--- src/rtl/character_motion_ctrl_if.sv ---
// Control/collision inputs and registered sprite state outputs of character_motion_ctrl.
// master = input/collision side driving requests, slave = the motion controller.
interface character_motion_ctrl_if #(
    parameter int PW = 8,
    parameter int VW = 6
);
    logic          enable;
    logic          jump;
    logic          move_left;
    logic          move_right;
    logic          left_blocked;
    logic          right_blocked;
    logic          up_blocked;
    logic          down_blocked;
    logic [PW-1:0] x_position;
    logic [PW-1:0] y_position;
    logic [VW-1:0] y_velocity;
    logic [1:0]    motion_state;

    modport master (
        output enable, jump, move_left, move_right,
        output left_blocked, right_blocked, up_blocked, down_blocked,
        input  x_position, y_position, y_velocity, motion_state
    );

    modport slave (
        input  enable, jump, move_left, move_right,
        input  left_blocked, right_blocked, up_blocked, down_blocked,
        output x_position, y_position, y_velocity, motion_state
    );
endinterface

--- src/rtl/character_motion_ctrl.sv ---
// Per-frame sprite motion: gravity, jump, terminal velocity, walking, collision-blocked axes.
// Optional air jump enabled by defining DOUBLE_JUMP_EN.
module character_motion_ctrl #(
    parameter int PW       = 8,
    parameter int VW       = 6,
    parameter int X_START  = 72,
    parameter int Y_START  = 0,
    parameter int X_MAX    = 152,
    parameter int Y_MAX    = 240,
    parameter int GRAVITY  = 1,
    parameter int JUMP_V   = 12,
    parameter int MAX_FALL = 8,
    parameter int X_SPEED  = 1
) (
    input  logic                     clock,
    input  logic                     resetn,
    character_motion_ctrl_if.slave   bus
);
    localparam int YW = PW + 2;

    typedef enum logic [1:0] {
        GROUNDED = 2'd0,
        RISING   = 2'd1,
        FALLING  = 2'd2
    } state_t;

    state_t               state_q, state_d;
    logic [PW-1:0]        x_q, x_d;
    logic [PW-1:0]        y_q, y_d;
    logic signed [VW-1:0] vy_q, vy_d;

    logic signed [VW:0]   vy_sum;
    logic signed [VW-1:0] grav_vy;
    logic signed [VW-1:0] jump_vy;
    logic signed [YW-1:0] y_ext;
    logic [PW-1:0]        grav_y;
    logic [PW-1:0]        jump_y;
    logic [PW:0]          x_sum;
    logic                 go_right;
    logic                 go_left;
    logic                 air_jump;

`ifdef DOUBLE_JUMP_EN
    logic credit_q, credit_d;
`endif

    function automatic logic [PW-1:0] clamp_y(input logic signed [YW-1:0] v);
        if (v < 0)
            return '0;
        else if (v > $signed(YW'(Y_MAX)))
            return PW'(Y_MAX);
        else
            return v[PW-1:0];
    endfunction

    always_comb begin
        vy_sum  = $signed({vy_q[VW-1], vy_q}) + $signed((VW+1)'(GRAVITY));
        grav_vy = (vy_sum > $signed((VW+1)'(MAX_FALL))) ? VW'(MAX_FALL) : vy_sum[VW-1:0];
        jump_vy = VW'(-JUMP_V);
        y_ext   = $signed({2'b00, y_q});
        grav_y  = clamp_y(y_ext + {{(YW-VW){grav_vy[VW-1]}}, grav_vy});
        jump_y  = clamp_y(y_ext - $signed(YW'(JUMP_V)));
    end

`ifdef DOUBLE_JUMP_EN
    assign air_jump = bus.jump & ~bus.up_blocked & credit_q;
`else
    assign air_jump = 1'b0;
`endif

    // Horizontal axis is independent of the vertical FSM; opposing requests cancel.
    always_comb begin
        go_right = bus.move_right & ~bus.move_left & ~bus.right_blocked;
        go_left  = bus.move_left & ~bus.move_right & ~bus.left_blocked;
        x_sum    = {1'b0, x_q} + (PW+1)'(X_SPEED);
        x_d      = x_q;
        if (go_right)
            x_d = (x_sum > (PW+1)'(X_MAX)) ? PW'(X_MAX) : x_sum[PW-1:0];
        else if (go_left)
            x_d = (x_q < PW'(X_SPEED)) ? '0 : x_q - PW'(X_SPEED);
    end

    always_comb begin
        state_d  = state_q;
        y_d      = y_q;
        vy_d     = vy_q;
`ifdef DOUBLE_JUMP_EN
        credit_d = credit_q;
`endif
        case (state_q)
            GROUNDED: begin
                if (!bus.down_blocked) begin
                    state_d = FALLING;
                    vy_d    = grav_vy;
                    y_d     = grav_y;
                end else if (bus.jump && !bus.up_blocked) begin
                    state_d = RISING;
                    vy_d    = jump_vy;
                    y_d     = jump_y;
                end else begin
                    vy_d    = '0;
                end
            end
            RISING: begin
                // A head bump takes priority over both gravity and any air jump.
                if (bus.up_blocked) begin
                    state_d = FALLING;
                    vy_d    = '0;
                end else if (air_jump) begin
                    vy_d    = jump_vy;
                    y_d     = jump_y;
`ifdef DOUBLE_JUMP_EN
                    credit_d = 1'b0;
`endif
                end else begin
                    vy_d    = grav_vy;
                    y_d     = grav_y;
                    if (!grav_vy[VW-1])
                        state_d = FALLING;
                end
            end
            FALLING: begin
                if (bus.down_blocked) begin
                    state_d = GROUNDED;
                    vy_d    = '0;
`ifdef DOUBLE_JUMP_EN
                    credit_d = 1'b1;
`endif
                end else if (air_jump) begin
                    state_d = RISING;
                    vy_d    = jump_vy;
                    y_d     = jump_y;
`ifdef DOUBLE_JUMP_EN
                    credit_d = 1'b0;
`endif
                end else begin
                    vy_d    = grav_vy;
                    y_d     = grav_y;
                end
            end
            default: state_d = FALLING;
        endcase
    end

    always_ff @(posedge clock or negedge resetn) begin
        if (!resetn) begin
            state_q  <= FALLING;
            x_q      <= PW'(X_START);
            y_q      <= PW'(Y_START);
            vy_q     <= '0;
`ifdef DOUBLE_JUMP_EN
            credit_q <= 1'b1;
`endif
        end else if (bus.enable) begin
            state_q  <= state_d;
            x_q      <= x_d;
            y_q      <= y_d;
            vy_q     <= vy_d;
`ifdef DOUBLE_JUMP_EN
            credit_q <= credit_d;
`endif
        end
    end

    assign bus.x_position   = x_q;
    assign bus.y_position   = y_q;
    assign bus.y_velocity   = vy_q;
    assign bus.motion_state = state_q;
endmodule

--- src/flat_wrapper.sv ---
// flat-port wrapper written by rule: the top's interface ports become plain ports
module character_motion_ctrl_flat 
#(
    parameter int PW       = 8,
    parameter int VW       = 6,
    parameter int X_START  = 72,
    parameter int Y_START  = 0,
    parameter int X_MAX    = 152,
    parameter int Y_MAX    = 240,
    parameter int GRAVITY  = 1,
    parameter int JUMP_V   = 12,
    parameter int MAX_FALL = 8,
    parameter int X_SPEED  = 1
)
  (clock, resetn, bus_enable, bus_jump, bus_move_left, bus_move_right, bus_left_blocked, bus_right_blocked, bus_up_blocked, bus_down_blocked, bus_x_position, bus_y_position, bus_y_velocity, bus_motion_state);
  character_motion_ctrl_if #(.PW(PW), .VW(VW)) bus_i ();
  input  logic clock;
  input  logic resetn;
  input wire logic [$bits(bus_i.enable)-1:0] bus_enable;
  input wire logic [$bits(bus_i.jump)-1:0] bus_jump;
  input wire logic [$bits(bus_i.move_left)-1:0] bus_move_left;
  input wire logic [$bits(bus_i.move_right)-1:0] bus_move_right;
  input wire logic [$bits(bus_i.left_blocked)-1:0] bus_left_blocked;
  input wire logic [$bits(bus_i.right_blocked)-1:0] bus_right_blocked;
  input wire logic [$bits(bus_i.up_blocked)-1:0] bus_up_blocked;
  input wire logic [$bits(bus_i.down_blocked)-1:0] bus_down_blocked;
  output wire logic [$bits(bus_i.x_position)-1:0] bus_x_position;
  output wire logic [$bits(bus_i.y_position)-1:0] bus_y_position;
  output wire logic [$bits(bus_i.y_velocity)-1:0] bus_y_velocity;
  output wire logic [$bits(bus_i.motion_state)-1:0] bus_motion_state;
  assign bus_i.enable = bus_enable;
  assign bus_i.jump = bus_jump;
  assign bus_i.move_left = bus_move_left;
  assign bus_i.move_right = bus_move_right;
  assign bus_i.left_blocked = bus_left_blocked;
  assign bus_i.right_blocked = bus_right_blocked;
  assign bus_i.up_blocked = bus_up_blocked;
  assign bus_i.down_blocked = bus_down_blocked;
  assign bus_x_position = bus_i.x_position;
  assign bus_y_position = bus_i.y_position;
  assign bus_y_velocity = bus_i.y_velocity;
  assign bus_motion_state = bus_i.motion_state;
  character_motion_ctrl #(.PW(PW), .VW(VW), .X_START(X_START), .Y_START(Y_START), .X_MAX(X_MAX), .Y_MAX(Y_MAX), .GRAVITY(GRAVITY), .JUMP_V(JUMP_V), .MAX_FALL(MAX_FALL), .X_SPEED(X_SPEED)) u_core (.clock(clock), .resetn(resetn), .bus(bus_i));
endmodule
--- config.mk ---
export PLATFORM = sky130hd
export DESIGN_NAME = character_motion_ctrl_flat
export DESIGN_NICKNAME = d
export VERILOG_FILES = /design/src/rtl/character_motion_ctrl_if.sv /design/src/rtl/character_motion_ctrl.sv /design/src/flat_wrapper.sv
export SDC_FILE = /design/constraint.sdc
export NUM_CORES = 1
export LEC_CHECK = 0
export ABC_AREA = 0
export BUFFER_PORTS_ARGS = -buffer_cell sky130_fd_sc_hd__buf_2
export CORE_UTILIZATION = 60
export DETAILED_ROUTE_END_ITERATION = 7
export GPL_TIMING_DRIVEN = 0
export PLACE_DENSITY = 0.82
export SLEW_MARGIN = 20
export SYNTH_ARGS = -nofsm -noshare
export SYNTH_HDL_FRONTEND = slang
export SYNTH_SLANG_ARGS = --single-unit
--- constraint.sdc ---
create_clock -name clock -period 8.2 [get_ports clock]
set_clock_uncertainty 0.15 [all_clocks]
set_input_delay 1.23 -clock clock [delete_from_list [all_inputs] [get_ports clock]]
set_output_delay 1.23 -clock clock [all_outputs]
set_load 0.03 [all_outputs]
; ---- Word-level counts from Yosys, hierarchy flattened
; Cells that the tools add are included.
[totals]
elab_cells = 65
input_bits = 10
ff_bits = 24
output_inout_bits = 24
[op_classes]
n_addsub = 5
n_bitwise = 8
mux = 25
reduce_logical = 9
n_eq_ne = 7
magnitude_cmp = 7
[op_table]
columns = operator, count
row1 = $mux 8, 12
row2 = $mux 6, 5
row3 = $pmux 8 s3, 1
row4 = $pmux 6 s3, 1
row5 = $add 9x6->10, 1
row6 = $gt 10x9->1 const B, 1
row7 = $lt 10x1->1 const B, 1
row8 = $mux 2, 5
row9 = $add 8x1->9 const B, 1
row10 = $gt 9x8->1 const B, 1
row11 = $gt 9x9->1 const B, 1
row12 = $lt 9x1->1 const B, 1
row13 = $sub 8x4->9 const B, 1
row14 = $lt 8x1->1 const B, 1
row15 = $sub 8x1->8 const B, 1
row16 = $add 6x2->7 const B, 1
row17 = $gt 7x5->1 const B, 1
row18 = $ne 2x2->1 const B, 3
row19 = $pmux 2 s3, 1
row20 = $reduce_and 5->1, 1
row21 = $and 1x1->1, 4
row22 = $not 1->1, 4
row23 = $reduce_and 2->1, 2
row24 = $reduce_and 4->1, 1
row25 = 9 further kinds, 9

; ---- Depth between registers and ports, before layout
[logic_depth]
depth_word = 9
ltp_mapped = 18

; ---- Least setup slack after synthesis
; OpenSTA, ideal clock, no wires.
[synth_path]
kind = reg-to-reg
from = register u_core.vy_q[0] (netlist: u_core.bus.y_velocity[0])
to = register u_core.y_q[3] (netlist: u_core.bus.y_position[3])
stages_incl_launch_ff = 18
path_buffers = 2
arrival_time_ps = 3957
required_time_ps = 7969
setup_slack_ps = 4012
path_cell_list = dfrtp_1 -> ha_1 -> buf_2 -> a22o_1 -> a221o_1 -> a21oi_1 -> o211ai_1 -> nand3b_1 -> ha_1 -> buf_4 -> and2_1 -> a311o_1 -> a41oi_2 -> o21ai_2 -> or4_4 -> a21oi_4 -> nand3_2 -> a31oi_2
[synth_between]
elab_chain_cells = 9
elab_cells_between_ends = 12
classes_between = add/sub: 2 / order compare: 3 / mux: 7
[synth_rtl]
columns = item, line_no
row1 = from (decl), character_motion_ctrl.sv:30  ; logic signed [VW-1:0] vy_q, vy_d;
row2 = from (signal assigned), character_motion_ctrl.sv:158  ; vy_q <= vy_d;
row3 = $add 6x2->7 *, character_motion_ctrl.sv:57  ; vy_sum = $signed({vy_q[VW-1], vy_q}) + $signed((VW+1)'(GRAVITY));
row4 = $gt 7x5->1, character_motion_ctrl.sv:58  ; grav_vy = (vy_sum > $signed((VW+1)'(MAX_FALL))) ? VW'(MAX_FALL) : vy_sum[VW-1:0];
row5 = $mux 6 *, character_motion_ctrl.sv:58
row6 = $add 9x6->10 *, character_motion_ctrl.sv:61  ; grav_y = clamp_y(y_ext + {{(YW-VW){grav_vy[VW-1]}}, grav_vy});
row7 = $gt 10x9->1, character_motion_ctrl.sv:50  ; else if (v > $signed(YW'(Y_MAX)))
row8 = $mux 8, character_motion_ctrl.sv:50
row9 = $mux 8 *, character_motion_ctrl.sv:48  ; if (v < 0)
row10 = $mux 8 (on tied branches), "character_motion_ctrl.sv:123, character_motion_ctrl.sv:92, character_motion_ctrl.sv:106"
row11 = $pmux 8 s3 *, character_motion_ctrl.sv:90  ; case (state_q)
row12 = to (signal assigned), character_motion_ctrl.sv:149  ; y_q <= PW'(Y_START);
row13 = to (signal assigned), character_motion_ctrl.sv:157  ; y_q <= y_d;
row14 = to (decl), character_motion_ctrl.sv:29  ; logic [PW-1:0] y_q, y_d;
; Every way passes the cells marked *; elsewhere a longest branch is shown, timed or not. The select of a mux whose other input is x is not followed.
; A chain may end at the register's enable or synchronous reset.

; ---- Final worst setup path
; Ends and elaborated chain as after synthesis.

==> reports/results.tsv <==
metric	value	unit
drt drc	4	
HP Class	reg -> reg	
crit path max fanout	9	
Yosys warning count	0	
Yosys cell types	75	
CTS Buf Count	3	
Hold Crit Depth	2	
FF-to-FF path depth	17	
largest net degree at the start of global routing	25	
Post-Syn Instances	365	
Starting Density	63.3	%
Synth area leaders	dfrtp_1 (19%), ha_1 (8.4%), a21oi_1 (5.5%)	
failing checks	design-rule violations	
share of the synthesized area in compound gates (AO/OA/AOI/OAI)	31.0	%
non-filler cells, final	454	
Antenna Nets Post-Route	0	
Post-Synth XOR/XNOR Area	3.42	%
Slew Limit Fails	0	
most common flop cell mapped by yosys	dfrtp_1	
post-layout instance area	3120	um2
fraction of layout cells with a size suffix above 1	16.4	%
Mapped Avg Cell Area	7.71	um2
number of synthesized flops with an enable pin	0	
Reg-to-Reg End	u_core.bus.y_position[3]	
mux share of post-synthesis cell area	0.800	%
Setup-failing EPs final	0	
first-pass GRT wire length	12.0	mm
main combinational cell family by area after synthesis	compound AO/OA/AOI/OAI gates	
post-CTS sizing	0	
CP Data Arrival Time	4.52	ns
hold wc startpoint	u_core.bus.y_position[0]	
Fin. Hold Viols	0	
crit path cell chain	ha_1, buf_2, a22o_1, a221o_1, a21oi_1, o211ai_1, nand3b_1, ha_1, buf_4, and2_1, a311o_1, a41oi_2, o21ai_2, or4_4, a21oi_4, nand3_2, a31oi_2	
GP Congestion	0.882	
nets@finish	433	
Die H	70.5	um
RSZ-0062 raised after global routing	false	
Final HPWL DP	5.43	mm
H-tree Lvls	1	
slowest cell on the critical path	or4_4	
adder-cell share of the synthesized area	9.51	%
fillcell total	384	
core area	4440	um2
simple-gate share of the synthesized area	27.8	%
Peak VDD IR	0.345	mV
worst skew pair latency	0.28	ns
setup ws final	3.73	ns
clk sinks	24	
Setup Total Neg Slack	0	ns
Worst R2R Setup Slack	3.73	ns
total power	1.50	mW
ANT cells	0	
vias in the first global route	2576	
final worst-path cycle share	54.5	%
via count	2904	
Iteration-0 DRC Markers	230	
final worst path period need	4.47	ns
Place WS	3.77	ns
kind of critical path	reg -> reg	
Total GRT Usage	29.8	%
Cell Area, Synth	2820	um2
cts hold-fix bufs	0	
CP peak stage delay	0.51	ns
top cell type's share of synthesized area	18.7	%
Most Frequent Cell on Critical Path	ha_1	
Post-synth ARST share	100	%
PortBufs	33	
top cell type by total area after synthesis	dfrtp_1	
syn nets	395	
Peak Freq	0.224	GHz
Startpoint Class	flip-flop	
Fin Hold WS	0.444	ns
row count	24	
post-DR wirelength/cell	15.7	um
Root Buffer	clkbuf_8	
pwr dens	479	nW/um2
P_leak	1.33	nW
Top Ports	34	
grt ovf	0	
status	finished with violations	
max cap viols	0	
drt pass-1 iters	6	
die area	4970	um2
Seq/Total Area, Yosys	21.5	%
TritonCTS clock tree	done	
CTS clk-pin slew, worst paths	0.09	ns
max_slew headroom	51.8	%
CP required	8.25	ns
Setup crit end kind	flip-flop	
fin util	70.2	%
Via density	6.40	
dpl cell area	3050	um2
Worst-Margin Slew	0.712	ns
Die X	70.5	um
Post-Route WL	7.13	mm
postcts setup bufs	0	
Area Growth Syn to Fin	10.9	%
placed insts	450	
WHS Endpoint	u_core.bus.y_position[0]	
number of synthesized register bits	24	
RR Startpoint	u_core.bus.y_velocity[0]	
CTS max path bufs	2	
initial antenna violation count	0	
Yosys cell counts, drive strengths merged, types with 10 or more instances:
cell and count:
nand2 32, nor4 10, a21oi 32, nand3 13
nor2 26, dfrtp 21, nor3 12, inv 21
ha 19, o21ai 32, clkbuf 11
placed cells by master, fill, tap and decap left out, drive strengths merged, types with 6 or more instances in the layout:
master	instances
a21o	6
a21oi	32
and2	8
buf	41
clkbuf	14
dfrtp	21
ha	19
inv	21
nand2	32
nand2b	7
nand3	13
nor2	26
nor2b	8
nor3	12
nor4	10
o211ai	6
o21ai	32
xnor2	6
cells by family after synthesis:
logic type / count (synthesis)
AND/OR/NAND/NOR: 140
AO/OA/AOI/OAI: 127
buffers and inverters: 40
flip-flops: 24
adder cells (fa/ha/maj): 21
XOR/XNOR: 11
multiplexers: 2
power breakdown:
group / leakage (nW) / internal (mW) / switching [mW] / total [mW]
logic: 1.00 / 0.420 / 0.714 / 1.13
registers: 0.295 / 0.177 / 0.0783 / 0.255
clock network: 0.0357 / 0.0654 / 0.0414 / 0.107
total: 1.33 / 0.662 / 0.834 / 1.50
final cells by class:
type	instances	area [um2]	share of cell area, %
inverters	21	78.8	2.53
clock inverters	1	30.0	0.962
multi-input cells	301	2050	65.6
repair buffers	33	165	5.29
plain buffers	19	90.1	2.89
clock buffers	3	41.3	1.32
flip-flops and latches	24	604	19.4
well taps	52	65.1	2.08
sequential cells by signal, summed over array words and instances (netlist names):
name	count
u_core.bus.y_position	8
u_core.bus.y_velocity	6
u_core.bus.x_position	8
u_core.bus.motion_state	2
worst max path at each step:
stage | start | slack (ns) | endpoint
3_3_place_gp | u_core.bus.y_velocity[0] | 3.88 | u_core.bus.y_position[3]
5_1_grt | u_core.bus.y_velocity[0] | 3.47 | u_core.bus.y_position[2]
3_5_place_dp | u_core.bus.y_velocity[0] | 3.77 | u_core.bus.y_position[3]
4_1_cts | u_core.bus.y_velocity[0] | 3.74 | u_core.bus.y_position[3]
2_1_floorplan | u_core.bus.y_velocity[0] | 4.01 | u_core.bus.y_position[3]
6_report | u_core.bus.y_velocity[0] | 3.73 | u_core.bus.y_position[3]
worst max-delay path: cells and delay by family, from the launching register on:
kind,cells,cell delay [ns]
buf+inv,2,0.34
fa+ha+maj,2,0.48
flops,1,0.48
simple gates,4,0.93
compound gates,9,2.01
per-layer routing:
metal | track usage (%) | share of wire [%] | up-vias
met2 | 46.8 | 45 | 105
met5 | 0 | 0 | -
met1 | 44.3 | 47 | 1352
met3 | 3.46 | 7.0 | 8
met4 | 5.90 | 0.84 | 0
li1 | - | - | 1439
Note: power is estimated with default switching activity, not from simulation.
